**src/rtl/can_acf_sequencer_if.sv**
```systemverilog
// Frame-header handshake between the bit-stream processor (master) and the
// acceptance-filter sequencer (slave).
interface can_acf_sequencer_if;
  logic        start;
  logic        abort;
  logic [28:0] rx_id;
  logic        rx_ide;
  logic        rx_rtr;
  logic [3:0]  rx_dlc;
  logic [7:0]  rx_data0;
  logic [7:0]  rx_data1;
  logic        busy;
  logic        result_valid;
  logic        id_ok;

  modport master (
    output start, abort, rx_id, rx_ide, rx_rtr, rx_dlc, rx_data0, rx_data1,
    input  busy, result_valid, id_ok
  );

  modport slave (
    input  start, abort, rx_id, rx_ide, rx_rtr, rx_dlc, rx_data0, rx_data1,
    output busy, result_valid, id_ok
  );
endinterface

```
**src/rtl/can_acf_sequencer.sv**
```systemverilog
// SJA1000-style acceptance filter evaluated one byte lane per cycle through a
// single shared masked comparator; result after a fixed four-step sweep.
module can_acf_sequencer (
  input  logic                 clk,
  input  logic                 rst_n,
  input  logic                 reset_mode,
  input  logic                 extended_mode,
  input  logic                 acceptance_filter_mode,
  input  logic [7:0]           acr0,
  input  logic [7:0]           acr1,
  input  logic [7:0]           acr2,
  input  logic [7:0]           acr3,
  input  logic [7:0]           amr0,
  input  logic [7:0]           amr1,
  input  logic [7:0]           amr2,
  input  logic [7:0]           amr3,
  can_acf_sequencer_if.slave   rx
);

  typedef enum logic {IDLE, EVAL} state_t;

  state_t      state;
  logic [1:0]  s;
  logic [28:0] id_q;
  logic        ide_q;
  logic        rtr_q;
  logic [3:0]  dlc_q;
  logic [7:0]  data0_q;
  logic [7:0]  data1_q;
  logic        f1_ok;
  logic        f2_ok;
  logic        busy_q;
  logic        result_valid_q;
  logic        id_ok_q;

  logic [7:0]  lane;
  logic [7:0]  valid;
  logic [7:0]  f2_sel;
  logic [7:0]  acr_s;
  logic [7:0]  amr_s;
  logic [7:0]  mis;
  logic        d0_present;
  logic        d1_present;
  logic        dual;
  logic        f1_hit;
  logic        f2_hit;
  logic        f1_next;
  logic        f2_next;

  assign d0_present = !rtr_q && (dlc_q != 4'd0);
  assign d1_present = !rtr_q && (dlc_q >= 4'd2);
  assign dual       = extended_mode && !acceptance_filter_mode;

  always_comb begin
    acr_s = acr0;
    amr_s = amr0;
    case (s)
      2'd0: begin acr_s = acr0; amr_s = amr0; end
      2'd1: begin acr_s = acr1; amr_s = amr1; end
      2'd2: begin acr_s = acr2; amr_s = amr2; end
      2'd3: begin acr_s = acr3; amr_s = amr3; end
      default: begin acr_s = acr0; amr_s = amr0; end
    endcase
  end

  // Lane mux: which header bits are compared at step s, which of them are
  // relevant, and which belong to the second filter in dual mode.
  always_comb begin
    lane   = 8'h00;
    valid  = 8'h00;
    f2_sel = 8'h00;
    if (!extended_mode) begin
      if (s == 2'd0) begin
        lane  = id_q[10:3];
        valid = 8'hFF;
      end
    end else if (!dual) begin
      if (ide_q) begin
        valid = 8'hFF;
        case (s)
          2'd0: lane = id_q[28:21];
          2'd1: lane = id_q[20:13];
          2'd2: lane = id_q[12:5];
          2'd3: begin lane = {id_q[4:0], rtr_q, 2'b00}; valid = 8'hFC; end
          default: lane = 8'h00;
        endcase
      end else begin
        case (s)
          2'd0: begin lane = id_q[10:3]; valid = 8'hFF; end
          2'd1: begin lane = {id_q[2:0], rtr_q, 4'h0}; valid = 8'hF0; end
          2'd2: begin lane = data0_q; valid = {8{d0_present}}; end
          2'd3: begin lane = data1_q; valid = {8{d1_present}}; end
          default: lane = 8'h00;
        endcase
      end
    end else begin
      if (ide_q) begin
        valid = 8'hFF;
        case (s)
          2'd0: lane = id_q[28:21];
          2'd1: lane = id_q[20:13];
          2'd2: begin lane = id_q[28:21]; f2_sel = 8'hFF; end
          2'd3: begin lane = id_q[20:13]; f2_sel = 8'hFF; end
          default: lane = 8'h00;
        endcase
      end else begin
        case (s)
          2'd0: begin lane = id_q[10:3]; valid = 8'hFF; end
          2'd1: begin
            lane  = {id_q[2:0], rtr_q, data0_q[7:4]};
            valid = {4'hF, {4{d0_present}}};
          end
          2'd2: begin lane = id_q[10:3]; valid = 8'hFF; f2_sel = 8'hFF; end
          2'd3: begin
            lane   = {id_q[2:0], rtr_q, data0_q[3:0]};
            valid  = {4'hF, {4{d0_present}}};
            f2_sel = 8'hF0;
          end
          default: lane = 8'h00;
        endcase
      end
    end
  end

  assign mis     = (lane ^ acr_s) & ~amr_s & valid;
  assign f1_hit  = |(mis & ~f2_sel);
  assign f2_hit  = |(mis & f2_sel);
  assign f1_next = f1_ok & ~f1_hit;
  assign f2_next = f2_ok & ~f2_hit;

  // Abort and reset mode both drop the evaluation without a result pulse.
  always_ff @(posedge clk) begin
    if (!rst_n) begin
      state          <= IDLE;
      s              <= 2'd0;
      f1_ok          <= 1'b0;
      f2_ok          <= 1'b0;
      busy_q         <= 1'b0;
      result_valid_q <= 1'b0;
      id_ok_q        <= 1'b0;
      id_q           <= '0;
      ide_q          <= 1'b0;
      rtr_q          <= 1'b0;
      dlc_q          <= 4'h0;
      data0_q        <= 8'h00;
      data1_q        <= 8'h00;
    end else if (reset_mode) begin
      state          <= IDLE;
      s              <= 2'd0;
      busy_q         <= 1'b0;
      result_valid_q <= 1'b0;
      id_ok_q        <= 1'b0;
    end else begin
      result_valid_q <= 1'b0;
      case (state)
        IDLE: begin
          if (rx.abort) begin
            id_ok_q <= 1'b0;
          end else if (rx.start) begin
            state   <= EVAL;
            busy_q  <= 1'b1;
            s       <= 2'd0;
            f1_ok   <= 1'b1;
            f2_ok   <= 1'b1;
            id_ok_q <= 1'b0;
            id_q    <= rx.rx_id;
            ide_q   <= rx.rx_ide;
            rtr_q   <= rx.rx_rtr;
            dlc_q   <= rx.rx_dlc;
            data0_q <= rx.rx_data0;
            data1_q <= rx.rx_data1;
          end
        end
        EVAL: begin
          if (rx.abort) begin
            state   <= IDLE;
            busy_q  <= 1'b0;
            s       <= 2'd0;
            id_ok_q <= 1'b0;
          end else begin
            f1_ok <= f1_next;
            f2_ok <= f2_next;
            s     <= s + 2'd1;
            if (s == 2'd3) begin
              state          <= IDLE;
              busy_q         <= 1'b0;
              result_valid_q <= 1'b1;
              id_ok_q        <= dual ? (f1_next | f2_next) : f1_next;
            end
          end
        end
        default: state <= IDLE;
      endcase
    end
  end

  assign rx.busy         = busy_q;
  assign rx.result_valid = result_valid_q;
  assign rx.id_ok        = id_ok_q;

endmodule

```
**src/flat_wrapper.sv**
```systemverilog
// flat-port wrapper written by rule: the top's interface ports become plain ports
module can_acf_sequencer_flat 
  (clk, rst_n, reset_mode, extended_mode, acceptance_filter_mode, acr0, acr1, acr2, acr3, amr0, amr1, amr2, amr3, rx_start, rx_abort, rx_rx_id, rx_rx_ide, rx_rx_rtr, rx_rx_dlc, rx_rx_data0, rx_rx_data1, rx_busy, rx_result_valid, rx_id_ok);
  can_acf_sequencer_if rx_i ();
  input  logic clk;
  input  logic rst_n;
  input  logic reset_mode;
  input  logic extended_mode;
  input  logic acceptance_filter_mode;
  input  logic [7:0] acr0;
  input  logic [7:0] acr1;
  input  logic [7:0] acr2;
  input  logic [7:0] acr3;
  input  logic [7:0] amr0;
  input  logic [7:0] amr1;
  input  logic [7:0] amr2;
  input  logic [7:0] amr3;
  input wire logic [$bits(rx_i.start)-1:0] rx_start;
  input wire logic [$bits(rx_i.abort)-1:0] rx_abort;
  input wire logic [$bits(rx_i.rx_id)-1:0] rx_rx_id;
  input wire logic [$bits(rx_i.rx_ide)-1:0] rx_rx_ide;
  input wire logic [$bits(rx_i.rx_rtr)-1:0] rx_rx_rtr;
  input wire logic [$bits(rx_i.rx_dlc)-1:0] rx_rx_dlc;
  input wire logic [$bits(rx_i.rx_data0)-1:0] rx_rx_data0;
  input wire logic [$bits(rx_i.rx_data1)-1:0] rx_rx_data1;
  output wire logic [$bits(rx_i.busy)-1:0] rx_busy;
  output wire logic [$bits(rx_i.result_valid)-1:0] rx_result_valid;
  output wire logic [$bits(rx_i.id_ok)-1:0] rx_id_ok;
  assign rx_i.start = rx_start;
  assign rx_i.abort = rx_abort;
  assign rx_i.rx_id = rx_rx_id;
  assign rx_i.rx_ide = rx_rx_ide;
  assign rx_i.rx_rtr = rx_rx_rtr;
  assign rx_i.rx_dlc = rx_rx_dlc;
  assign rx_i.rx_data0 = rx_rx_data0;
  assign rx_i.rx_data1 = rx_rx_data1;
  assign rx_busy = rx_i.busy;
  assign rx_result_valid = rx_i.result_valid;
  assign rx_id_ok = rx_i.id_ok;
  can_acf_sequencer u_core (.clk(clk), .rst_n(rst_n), .reset_mode(reset_mode), .extended_mode(extended_mode), .acceptance_filter_mode(acceptance_filter_mode), .acr0(acr0), .acr1(acr1), .acr2(acr2), .acr3(acr3), .amr0(amr0), .amr1(amr1), .amr2(amr2), .amr3(amr3), .rx(rx_i));
endmodule
```
**config.mk**
```make
export PLATFORM = sky130hd
export DESIGN_NAME = can_acf_sequencer_flat
export DESIGN_NICKNAME = d
export VERILOG_FILES = /design/src/rtl/can_acf_sequencer_if.sv /design/src/rtl/can_acf_sequencer.sv /design/src/flat_wrapper.sv
export SDC_FILE = /design/constraint.sdc
export NUM_CORES = 1
export LEC_CHECK = 0
export CAP_MARGIN = 40
export CORE_AREA = 2 2 91 93
export CTS_CLUSTER_DIAMETER = 120
export DETAILED_ROUTE_END_ITERATION = 12
export DIE_AREA = 0 0 93 95
export PLACE_DENSITY = 0.85
export SLEW_MARGIN = 10
export SYNTH_ARGS = -nofsm -noshare
export SYNTH_HDL_FRONTEND = slang
export SYNTH_SLANG_ARGS = --single-unit
```
**constraint.sdc**
```tcl
create_clock -name clk -period 8.4 [get_ports clk]
set_input_delay 1.68 -clock clk [delete_from_list [all_inputs] [get_ports clk]]
set_output_delay 1.68 -clock clk [all_outputs]
set_load 0.05 [all_outputs]
```
### After elaboration in Yosys (flattened, before gate mapping)

Cells that the tools add are included.

* flip-flop bits (word level): 59
* output and inout port bits: 3
* logic and storage cells: 107

* $add $sub $neg: 1
* order comparisons: 1
* equal/unequal tests: 8
* muxes and demuxes: 49
* bitwise operators: 16
* reductions and logical operators: 19

Operators with widths (count)
* $pmux 8 s4: 5
* $mux 8: 14
* $pmux 8 s2: 3
* $and 8x8->8: 4
* $pmux 8 s3: 1
* $mux 1: 16
* $not 8->8: 2
* $reduce_or 8->1: 2
* $pmux 1 s2: 5
* $mux 2: 4
* $reduce_and 4->1: 2
* $reduce_or 2->1: 4
* $xor 8x8->8: 1
* $ne 2x2->1 const B: 3
* $ne 3x3->1 const B: 2
* $not 1->1: 6
* $eq 2x2->1 const B: 2
* $ge 4x2->1 const B: 1
* $pmux 2 s2: 1
* $reduce_and 2->1: 2
* $reduce_bool 4->1: 1
* $reduce_or 4->1: 1
* $logic_and 1x1->1: 3
* $reduce_and 3->1: 1
* other kinds (6): 8

### Longest topological paths before layout

* depth after elaboration: 18
* gate-level depth with buffers: 15

### Least setup slack after synthesis

No wires, ideal clock.

* path type: input -> register
* start point: input extended_mode
* end point: register u_core.f1_ok
* setup time: 0.060 ns
* arrival time: 3.392 ns
* required time: 8.340 ns
* slack: 4.948 ns
* cell stages on the path: 10
* path through: nor2b_1 buf_2 a21o_1 a211o_1 and3_1 o21ai_1 o221ai_2 o31ai_2 o221a_1 o221a_1

* cells in the longest elaborated chain, start to end: 12

RTL lines
* from (decl): RTL line flat_wrapper.sv:8 `input logic extended_mode;`
* $logic_and 1x1->1: RTL line can_acf_sequencer.sv:52 `assign dual = extended_mode && !acceptance_filter_mode;`
* $mux 8: RTL line can_acf_sequencer.sv:77 `end else if (!dual) begin`
* $mux 8: RTL line can_acf_sequencer.sv:72 `if (!extended_mode) begin`
* $xor 8x8->8: RTL line can_acf_sequencer.sv:125 `assign mis = (lane ^ acr_s) & ~amr_s & valid;`
* $and 8x8->8 (2 in a row): RTL line can_acf_sequencer.sv:125
* $and 8x8->8 (*): RTL line can_acf_sequencer.sv:126 `assign f1_hit = |(mis & ~f2_sel);`
* $reduce_or 8->1 (*): RTL line can_acf_sequencer.sv:126
* $not 1->1 (*): RTL line can_acf_sequencer.sv:128 `assign f1_next = f1_ok & ~f1_hit;`
* $and 1x1->1 (*): RTL line can_acf_sequencer.sv:128
* $mux 1 (*): RTL line can_acf_sequencer.sv:175 `if (rx.abort) begin`
* $pmux 1 s2 (*): RTL line can_acf_sequencer.sv:155 `case (state)`
* to (signal assigned): RTL line can_acf_sequencer.sv:181 `f1_ok <= f1_next;`
* to (decl): RTL line can_acf_sequencer.sv:30 `logic f1_ok;`

Mark *: on every way between the ends. The rest lies on a longest branch, timed or not. The select of a mux whose other input is x is not followed.
A chain may end at the register's enable or synchronous reset.

### Worst setup path after layout

Ends and elaborated chain as after synthesis.

==> metrics.txt <==
Rows=33; Peak VDD IR=0.103 mV; largest cells by area after synthesis=dfxtp_1 (30%), nand2_1 (12%), a21boi_0 (9.8%); cts repair resizes=0; number of synthesized flops with an enable pin=0; Hold Vio Cnt, Final=0; number of port buffers=124; CTS tree=done; status=completed; Layout Skew=7.40 ps; root buffer cell=clkbuf_8; initial antenna violation count=0; mapped cell area=3910 sq um; HPWL Detailed=9880 um; FF-to-FF End=u_core.f1_ok$_SDFFE_PN0P_; clock transition at the registers of the reported paths=70 ps; Vias=4328; fin crit share=0.524; die height=95 um; worst-case clock buffer depth=2; asr flop ratio synth=0; Crit path top cell by count=o221a_1; setup slack after layout=4000 ps; vias per inst=5.97; area of the multi-input gates=2480 sq um; Synth Register Bits=59; total negative slack=0 ps; fmax=227 MHz; Hold/Removal Path Class=reg -> reg; R2R setup slack=4240 ps; max-cap violations=0; Final Total Pwr=644 uW; worst rel slew slack=0.479; most common cell after layout, fill and taps aside=nand2_1; Max FO, Critical Path=15; total I/O pin count=125; slowest library cell on the worst path=nor2b_1; first-pass GRT wire length=21200 um; placed inst area=5160 sq um; DRC violations left=0; Initial Util=0.493; Place WS=3690 ps; H-tree depth=3; Hold WS=467 ps; Nets=744; CTS Sinks=59; commonest cells after routing, fill and taps aside=nand2_1 (129), clkdlybuf4s50_1 (124), dfxtp_1 (59); post-synthesis cell type with the largest combined area=dfxtp_1; count of cell types in the netlist=61; Worst setup endpoint=u_core.f1_ok$_SDFFE_PN0P_; CP peak stage delay=690 ps; post-synthesis sequential area ratio=0.302; setup bufs post-CTS=0; Setup-failing EPs final=0; fin. max-slew vios=0; pwr dens=121 nW/um^2; Setup crit start kind=input pin; final RePlAce weighted congestion=1.01; Reg area=1180 sq um; Routed Antenna Nets=0; Total GRT Usage=0.309; Core ar.=7930 sq um; clk_lat worst skew=340 ps; Ant. Diodes=0; Syn Nets=643; worst path cell trace=clkdlybuf4s50_1, nor2b_1, a21oi_1, a32oi_2, xnor2_1, or3_1, o311ai_1, o31ai_2, o221a_1, o221a_1; Worst Path Arrival=4630 ps; largest net degree at the start of global routing=56; Slew @ Worst Pin=781 ps; Synth Instances=515; Critical Path RT=8640 ps; kind of critical path=in -> reg; WL/cell=18.6 um; ys flop type=dfxtp_1; Syn Area/Cell=7.59 sq um; r2r worst-path depth=12; Die Wd=93 um; total routed wirelength=13500 um; critical path endpoint category=register; share of cells above drive strength 1=0.0516; DIE AREA=8840 sq um; Finished Cell Area=5320 sq um; Num CTS Buffers=9; synthesis-to-layout area growth=36.1%; Ys Warns=0; grt total ovfl=0; cts hold-fix bufs=0; via count of the first global-routing pass=4194; crit path from=extended_mode; Iteration-0 DRC Markers=295; min Tclk post-route=4400 ps; reg2reg start=u_core.s[0]$_SDFFE_PP0P_; RSZ-0062 raised after global routing=no; Fillers=715; Pre-antenna DRT Iters=5; Yosys top cell area share=0.302; LEAKAGE=0.00180 uW
## registers in the layout (all words and copies together), names as in the netlist
signal                  cells
u_core.rtr_q                1
u_core.ide_q                1
u_core.data0_q              8
u_core.f2_ok                1
u_core.rx.result_valid      1
u_core.rx.busy              1
u_core.f1_ok                1
u_core.dlc_q                4
u_core.s                    2
u_core.data1_q              8
u_core.rx.id_ok             1
u_core.id_q                29
u_core.state                1
## cells in the mapped netlist, types with 5 or more instances
library cell and number:
a22oi_1 12, nor2_1 14, a21oi_1 30, nand2_1 130, buf_2 15, a31oi_1 7
ha_1 6, clkbuf_1 21, nor2b_1 10, mux2i_1 8, nand2b_1 5, dfxtp_1 59
nor3_1 6, a21boi_0 51, inv_1 14, a222oi_1 13, a221oi_1 8, o21ai_0 15
o211ai_1 9
## metrics by stage
| stage | utilization | std cells |
|---|---|---|
| 5_1_grt | 0.671 | 725 |
| 6_report | 0.671 | 725 |
| 3_5_place_dp | 0.651 | 710 |
| 2_1_floorplan | - | 515 |
| 3_3_place_gp | 0.648 | 709 |
| 4_1_cts | 0.671 | 725 |
## worst min path at each step
stage                     depth (start not counted)  slack, ps                            from                             end
after floorplan                                   2        440    u_core.id_q[25]$_SDFFE_PN0P_    u_core.id_q[25]$_SDFFE_PN0P_
after global placement                            2        460    u_core.id_q[24]$_SDFFE_PN0P_    u_core.id_q[24]$_SDFFE_PN0P_
after detailed placement                          2        460    u_core.id_q[24]$_SDFFE_PN0P_    u_core.id_q[24]$_SDFFE_PN0P_
after CTS                                         2        470    u_core.id_q[24]$_SDFFE_PN0P_    u_core.id_q[24]$_SDFFE_PN0P_
after global routing                              2        510  u_core.data1_q[4]$_SDFFE_PN0P_  u_core.data1_q[4]$_SDFFE_PN0P_
final                                             2        470    u_core.id_q[24]$_SDFFE_PN0P_    u_core.id_q[24]$_SDFFE_PN0P_
## critical path, delay by kind of cell
| kind | cells | cell delay (ps) |
|---|---|---|
| simple gates | 2 | 1000 |
| xor+xnor | 1 | 90 |
| buf+inv | 1 | 670 |
| compound gates | 6 | 1190 |
## where the power goes
group | leakage, uW | switching (uW) | total, uW | internal, uW
clock network | 0.0000819 | 116 | 220 | 104
registers | 0.000479 | 10.1 | 299 | 289
logic | 0.00124 | 49.3 | 125 | 75.7
## final cells by class
cell class              count  share of cell area
inverters                  14             0.00988
clock inverters             5             0.00588
flip-flops and latches     59               0.222
multi-input cells         400               0.466
repair buffers            132               0.247
well taps                 105              0.0247
clock buffers              10              0.0240
## cell families (layout without fill, tap and decap cells)
family          after synthesis  in the layout  share of synthesized area
flops                        59             59                      0.302
simple gates                186            186                      0.205
fa+ha+maj                     6              6                     0.0192
compound gates              190            190                      0.364
xor+xnor                      7              7                     0.0157
mux                          11             11                     0.0291
buf+inv                      56            161                     0.0647
## routing by layer
layer  vias to the layer above  GRT usage  wire [um]
met3                        27     0.0710       1120
met1                      2010      0.379       5510
li1                       2077          -          -
met2                       214      0.535       6470
met5                         -          0          0
met4                         0      0.107        376
No activity file was read; power rests on OpenSTA's default activity.
